==> src/rtl/pe_pkg.sv <==
// Shared types and helpers for the multiply-accumulate processing element family.
package pe_pkg;

   // Widest slot index any PE variant may use; narrower indices are zero-extended.
   localparam int IDX_MAX_W = 16;

   typedef struct packed {
      logic                 valid;
      logic [IDX_MAX_W-1:0] idx;
      logic                 first;
      logic                 last;
   } stage_t;

   function automatic int acc_width(input int data_w, input int guard_w);
      return 2 * data_w + guard_w;
   endfunction

   // Position of the half-LSB rounding bias; only meaningful when there are fraction bits.
   function automatic int bias_shift(input int frac_w);
      return (frac_w > 0) ? frac_w - 1 : 0;
   endfunction

endpackage

==> src/rtl/pe_round_sat.sv <==
// Converts a wide accumulator to the output format: round half toward +inf, then clip.
module pe_round_sat
   import pe_pkg::*;
#(
   parameter int DATA_W = 16,
   parameter int FRAC_W = 8,
   parameter int ACC_W  = 40
) (
   input  logic signed [ACC_W-1:0]  acc,
   output logic signed [DATA_W-1:0] data,
   output logic                     sat
);

   // One extra bit so adding the bias can never wrap.
   localparam int SUM_W = ACC_W + 1;
   localparam logic signed [SUM_W-1:0] BIAS =
      (FRAC_W > 0) ? (SUM_W'(1) << bias_shift(FRAC_W)) : '0;

   logic signed [SUM_W-1:0]  sum;
   logic signed [SUM_W-1:0]  shifted;
   logic [SUM_W-DATA_W:0]    upper;

   always_comb begin
      // NOTE: every output gets a default first so no path through this block infers a latch.
      data    = '0;
      sat     = 1'b0;
      sum     = SUM_W'(acc) + BIAS;
      shifted = sum >>> FRAC_W;
      upper   = shifted[SUM_W-1:DATA_W-1];
      if (upper == '0 || upper == '1) begin
         data = shifted[DATA_W-1:0];
      end else begin
         sat  = 1'b1;
         data = shifted[SUM_W-1] ? {1'b1, {(DATA_W-1){1'b0}}}
                                 : {1'b0, {(DATA_W-1){1'b1}}};
      end
   end

endmodule

==> src/rtl/mac_pe.sv <==
// Pipelined multiply-accumulate PE with DEPTH indexed accumulator slots and a
// rounded, saturated result port; one operand beat per cycle under a global stall.
module mac_pe
   import pe_pkg::*;
#(
   parameter int DATA_W  = 16,
   parameter int FRAC_W  = 8,
   parameter int DEPTH   = 16,
   parameter int IDX_W   = 4,
   parameter int GUARD_W = 8
) (
   input  logic                     clk,
   input  logic                     rst,
   input  logic                     clr,
   input  logic                     in_valid,
   output logic                     in_ready,
   input  logic signed [DATA_W-1:0] in_a,
   input  logic signed [DATA_W-1:0] in_b,
   input  logic [IDX_W-1:0]         in_idx,
   input  logic                     in_first,
   input  logic                     in_last,
   output logic                     out_valid,
   input  logic                     out_ready,
   output logic signed [DATA_W-1:0] out_data,
   output logic [IDX_W-1:0]         out_idx,
   output logic                     out_sat,
   output logic                     err,
   output logic                     busy
);

   localparam int ACC_W  = acc_width(DATA_W, GUARD_W);
   localparam int PROD_W = 2 * DATA_W;
   localparam int SLOT_W = (DEPTH > 1) ? $clog2(DEPTH) : 1;

   stage_t                   s1, s2, s3;
   logic signed [DATA_W-1:0] s1_a, s1_b;
   logic signed [PROD_W-1:0] s2_prod, s3_prod;
   logic signed [ACC_W-1:0]  acc [DEPTH];

   logic                     en;
   logic                     in_range;
   logic                     wr;
   logic                     emit;
   logic [SLOT_W-1:0]        slot;
   logic signed [ACC_W-1:0]  acc_new;
   logic signed [DATA_W-1:0] rs_data;
   logic                     rs_sat;

   // The whole pipeline advances only when the output register can take a result.
   assign en       = !out_valid || out_ready;
   assign in_ready = en && !clr;
   assign busy     = s1.valid || s2.valid || s3.valid || out_valid;

   assign in_range = s3.idx < IDX_MAX_W'(DEPTH);
   assign slot     = s3.idx[SLOT_W-1:0];
   assign wr       = s3.valid && in_range;
   assign emit     = wr && s3.last;

   // Read and write of a slot both happen here, so back-to-back same-slot beats need no bypass.
   assign acc_new  = s3.first ? ACC_W'(s3_prod) : acc[slot] + ACC_W'(s3_prod);

   pe_round_sat #(
      .DATA_W (DATA_W),
      .FRAC_W (FRAC_W),
      .ACC_W  (ACC_W)
   ) u_round_sat (
      .acc  (acc_new),
      .data (rs_data),
      .sat  (rs_sat)
   );

   // NOTE: sequential state uses non-blocking assignments so every stage samples pre-edge values.
   always_ff @(posedge clk or negedge rst) begin
      if (!rst) begin
         s1        <= '0;
         s2        <= '0;
         s3        <= '0;
         s1_a      <= '0;
         s1_b      <= '0;
         s2_prod   <= '0;
         s3_prod   <= '0;
         out_valid <= 1'b0;
         out_data  <= '0;
         out_idx   <= '0;
         out_sat   <= 1'b0;
         err       <= 1'b0;
         // NOTE: the slot array is architecturally visible state, so it is reset like any register.
         for (int i = 0; i < DEPTH; i++) acc[i] <= '0;
      end else if (clr) begin
         s1        <= '0;
         s2        <= '0;
         s3        <= '0;
         out_valid <= 1'b0;
         err       <= 1'b0;
         for (int i = 0; i < DEPTH; i++) acc[i] <= '0;
      end else if (en) begin
         s1      <= '{valid: in_valid, idx: IDX_MAX_W'(in_idx), first: in_first, last: in_last};
         s1_a    <= in_a;
         s1_b    <= in_b;
         s2      <= s1;
         s2_prod <= PROD_W'(s1_a) * PROD_W'(s1_b);
         s3      <= s2;
         s3_prod <= s2_prod;

         if (wr) acc[slot] <= acc_new;
         if (s3.valid && !in_range) err <= 1'b1;

         out_valid <= emit;
         if (emit) begin
            out_data <= rs_data;
            out_idx  <= s3.idx[IDX_W-1:0];
            out_sat  <= rs_sat;
         end
      end
   end

endmodule

==> config.mk <==
export PLATFORM = sky130hd
export DESIGN_NAME = mac_pe
export DESIGN_NICKNAME = d
export VERILOG_FILES = /design/src/rtl/pe_pkg.sv /design/src/rtl/pe_round_sat.sv /design/src/rtl/mac_pe.sv
export SDC_FILE = /design/constraint.sdc
export NUM_CORES = 2
export LEC_CHECK = 0
export ABC_AREA = 1
export CAP_MARGIN = 20
export CORE_AREA = 4 4 336 420
export CTS_CLUSTER_DIAMETER = 60
export DETAILED_ROUTE_END_ITERATION = 7
export DIE_AREA = 0 0 340 424
export PLACE_DENSITY_LB_ADDON = 0.12
export SYNTH_ARGS = -nofsm -noshare
export SYNTH_HDL_FRONTEND = slang
export SYNTH_SLANG_ARGS = --single-unit
export TNS_END_PERCENT = 10
==> constraint.sdc <==
create_clock -name clk -period 8.6 [get_ports clk]
set_clock_uncertainty 0.2 [all_clocks]
set_input_delay 2.58 -clock clk [delete_from_list [all_inputs] [get_ports clk]]
set_output_delay 2.58 -clock clk [all_outputs]
set_load 0.03 [all_outputs]
Word-level counts from Yosys, hierarchy flattened
Cells that the tools add are included.

word-level totals
  flip-flop bits (word level) = 816
  output and inout port bits = 25
  logic and storage cells = 91

cells by class
  $add $sub $neg = 2
  $mul = 1
  order comparisons = 3
  equality and inequality tests = 1
  muxes and demuxes = 24
  bitwise gates (word level) = 2
  reduce and logical (&&, ||, !) cells = 21

operators with widths
  cell                   count
  $mux 640               3
  $bwmux 640             1
  $bmux 40 s4            1
  $demux 40 s4           1
  $mux 40                4
  $mux 19                6
  $add 40x9->41 const B  1
  $add 40x32->40         1
  $mul 16x16->32         1
  $mux 16                2
  $eq 26x26->1 const B   1
  $logic_not 26->1       1
  $lt 16x5->1 const B    1
  $mux 1                 6
  $reduce_and 2->1       3
  $reduce_bool 2->1      3
  $ge 5x5->1 const B     1
  $logic_and 1x1->1      5
  $logic_or 1x1->1       5
  $lt 5x1->1 const B     1
  $not 4->5              1
  $logic_not 1->1        3
  $reduce_and 3->1       1
  $not 1->1              1

Longest topological paths before layout
  word-level depth = 10
  mapped depth = 42

By module
Synthesis repeated with hierarchy kept, for this count alone.

unflattened totals
  cell total of the unflattened synthesis = 6,243
  area, all modules = 49,970.4 um^2

by module, submodules not included
  module        times used  cells an instance  area an instance (um^2)  seq. area each (um^2)
  mac_pe        1           5,951              48,646.7                 19,518.7
  pe_round_sat  1           292                1,323.8                  0.0

Least setup slack after synthesis
OpenSTA, ideal clock, no wires.

  path type = in2out
  from = input out_ready
  to = output in_ready
  arrival time = 3,631 ps
  required time = 5,820 ps
  path slack = 2,189 ps
  cell stages on the path = 4
  buffers on the path = 2
  cells stage by stage = inv_1 a21oi_1 clkbuf_1 clkbuf_1

between the ends
  longest elaborated chain between the ends = 2

RTL lines
  element            line          source
  start, declared    mac_pe.sv:23  input logic out_ready,
  $logic_or 1x1->1   mac_pe.sv:50  assign en = !out_valid || out_ready;
  $logic_and 1x1->1  mac_pe.sv:51  assign in_ready = en && !clr;
  end, declared      mac_pe.sv:16  output logic in_ready,

Every way passes these cells.

Worst setup path in the final report
  from = register s1_a[10]
  to = register s2_prod[28]

between the ends
  longest elaborated chain between the ends = 1

RTL lines
  element                 line           source
  start, declared         mac_pe.sv:36   logic signed [DATA_W-1:0] s1_a, s1_b;
  start signal, assigned  mac_pe.sv:98   s1_a <= in_a;
  $mul 16x16->32          mac_pe.sv:101  s2_prod <= PROD_W'(s1_a) * PROD_W'(s1_b);
  end signal, assigned    mac_pe.sv:101
  end, declared           mac_pe.sv:37   logic signed [PROD_W-1:0] s2_prod, s3_prod;

Every way passes these cells.
A chain may end at the register's enable or synchronous reset.

==> flow_summary.json <==
{
  "die_area_um2": 144000,
  "postCtsSetupBuffers": 0,
  "cts_hold_buf": 0,
  "r2r_setup_slack_ns": 1.54,
  "synth_edf_count": 0,
  "hold_viol_final": 0,
  "instances_no_fill": 7523,
  "crit_family": "adder cells",
  "via_per_inst": 5.25,
  "grt_max_degree": 159,
  "p_leak_uw": 0.0249,
  "cp.arrival_ns": 7.44,
  "finalSetupViolations": 0,
  "cts_resized": 0,
  "numPortBuffers": 67,
  "final_cell_mix": "1308 x inv_1, 986 x nand2_1, 975 x o22ai_1",
  "track_usage_pct": 23.8,
  "startpoint": "s1_a[10]",
  "critPathSlowestCell": "dfrtp_1",
  "firstDrtPassIters": 5,
  "die_w_um": 340,
  "rsz0062_at_grt": "no",
  "cts.sinks": 780,
  "drt_iter0_drc": 2959,
  "tns_ns": 0,
  "grt-ovfl-total": 0,
  "path_max_fanout": 17,
  "async_reset_ff_share_pct": 100,
  "syn_inst": 5731,
  "syn_to_final_growth_pct": 11.2,
  "clock_path_buffers": 3,
  "cts-root-buf": "clkbuf_16",
  "worstHoldStart": "s2_prod[2]",
  "clkTransAtPathRegs_ns": 0.06,
  "synth-seq-cells": 780,
  "netlist_area_um2": 47700,
  "io_pins": 68,
  "grt_pass1_vias": 40200,
  "placed_cells": 7360,
  "ir_drop_v": 0.000355,
  "ant_nets": 0,
  "cp-start-kind": "flop",
  "core_area_um2": 137000,
  "start_util_pct": 34.8,
  "cts_tree": "built",
  "status": "completed",
  "pwr_density_cell_nw_per_um2": 323,
  "crit_buf_inv": 4,
  "synth-main-ff-cell": "dfrtp_1",
  "fin_util_pct": 38.7,
  "max-cap-violations": 0,
  "ctsHtreeMaxLevel": 3,
  "drc": 0,
  "yosys_warnings": 0,
  "final_nets": 6031,
  "fin_crit_ns": 7.06,
  "die_h_um": 424,
  "cts_buffers": 89,
  "min_path_type": "flop to flop",
  "fmax_mhz": 142,
  "rows": 152,
  "antenna_found_initial": 1,
  "drive_above_1_share_pct": 7.56,
  "place_congestion": 0.934,
  "critPathKind": "flop to flop",
  "final_common_cell": "inv_1",
  "worst_r2r_startpoint": "s1_a[10]",
  "max_stage_delay_ns": 0.80,
  "timing.hold.ws_ns": 0.272,
  "finalMaxSlewViolations": 0,
  "crit_path_frequent_cell": "fa_1",
  "wl_per_cell_um": 23.0,
  "synth_seq_area_share_pct": 40.9,
  "end_kind": "flop",
  "clk_latency_ns": 0.71,
  "syn_nets": 6159,
  "num_vias": 39500,
  "placed_area_um2": 50200,
  "max-slew-margin-rel_pct": 21.8,
  "crit_required_ns": 8.98,
  "worstMarginPinSlew_ns": 1.17,
  "stdcell_area_um2": 53100,
  "post-dp-hpwl_um": 113000,
  "grt_pass1_wl_um": 261000,
  "crit_chain": "nand2_1 > fa_1 > inv_1 > fa_1 > inv_1 > fa_1 > fa_1 > fa_1 > fa_1 > inv_1 > ha_1 > a21oi_1 > o21ai_0 > a21oi_1 > inv_1 > a31oi_1 > o21ai_0 > a21oi_1 > o21ai_0 > nand3_1 > nand3_1 > nand3_1 > nand2_1",
  "wl_um": 173000,
  "avgSynthCellArea_um2": 8.33,
  "synth_cell_types": 46,
  "layout_worst_path_cycle_share_pct": 82.1
}
==> flip-flops by register name (all words and copies together) (netlist names), 4 cells and up <==
| name | count |
|---|---|
| s2 | 7 |
| out_data | 16 |
| s1_b | 16 |
| s2_prod | 32 |
| s1 | 7 |
| acc | 640 |
| s3_prod | 32 |
| s1_a | 16 |
| s3 | 7 |
| out_idx | 4 |
==> worst paths after layout <==
kind	end	depth (start not counted)
hold / removal	s3_prod[2]	2
setup reg to reg	s2_prod[28]	23
max in group asynchronous	acc[339]	2
setup / recovery	s2_prod[28]	23
hold reg to reg	s3_prod[2]	2
min in group asynchronous	acc[425]	1
==> final cells by class <==
class | count | area (µm²)
fill | 14200 | 84100
timing repair buffer | 152 | 1430
inverter | 1350 | 5080
clock inverter | 26 | 324
clock buffer | 133 | 2530
antenna | 4 | 10.0
sequential | 780 | 19500
tap | 1848 | 2310
multi-input combinational | 3230 | 21900
==> Yosys cell counts, types with 2 or more instances <==
library cell / n / area, µm²
inv_1: 1313 / 4930
nand2_1: 1004 / 3770
o22ai_1: 975 / 6100
dfrtp_1: 780 / 19500
clkbuf_1: 331 / 1240
fa_1: 263 / 5270
o21ai_0: 255 / 1280
nor2_1: 143 / 537
ha_1: 122 / 1530
nand3_1: 106 / 531
a21oi_1: 72 / 360
nand4_1: 59 / 369
nand2_2: 36 / 225
inv_2: 30 / 113
xor2_1: 29 / 254
buf_1: 26 / 97.6
nor2_2: 25 / 156
nand3_2: 24 / 240
xnor2_1: 23 / 201
nor2_4: 14 / 158
nand2_4: 13 / 146
nor3_1: 13 / 65.1
or2_2: 13 / 81.3
o21ai_1: 7 / 35.0
buf_2: 6 / 30.0
buf_6: 6 / 67.6
clkinv_1: 6 / 22.5
a31oi_1: 4 / 25.0
mux2i_1: 4 / 40.0
nand3_4: 4 / 70.1
nor2_8: 4 / 80.1
nand3b_1: 3 / 22.5
o21bai_1: 3 / 22.5
and2_1: 2 / 12.5
o31ai_1: 2 / 15.0
==> routing by layer <==
layer  track usage [%]  share of wire, %  wire length, µm
met1              30.1                42            72800
met2              42.2                50            86900
met3              2.44               4.2             7260
met4              8.25               3.4             5950
met5                 0                 0                0
==> power by group <==
part           internal [µW]  total (µW)  switching, µW
Sequential              3880        4090            211
Combinational           3330        9210           5880
Clock                   2150        3820           1670
==> cell families (layout without fill, tap and decap cells) <==
group	after synthesis	count (layout)	share of synthesized area, %
and+or+nand+nor	1465	1465	13.6
adders and majority gates	385	385	14.2
DFF	780	780	40.9
buffers and inverters	1721	1661	13.7
other	0	4	0
muxes	4	4	0.0839
AOI/OAI and AO/OA	1324	1324	16.5
xor gates and xnor gates	52	52	0.955
==> stage by stage <==
step / power, µW / setup slack [ns]
after floorplan: 10800 / 2.19
after global placement: 13500 / 1.57
after detailed placement: 13500 / 1.53
after CTS: 17400 / 1.52
after global routing: 18600 / 1.07
final: 17100 / 1.54
==> tightest hold or removal path, cell delays in order (launching register included) <==
cell and delay, ns:
dfrtp_1 0.34, nand2_1 0.05, nand2_1 0.05
Note: power is estimated with default switching activity, not from simulation.
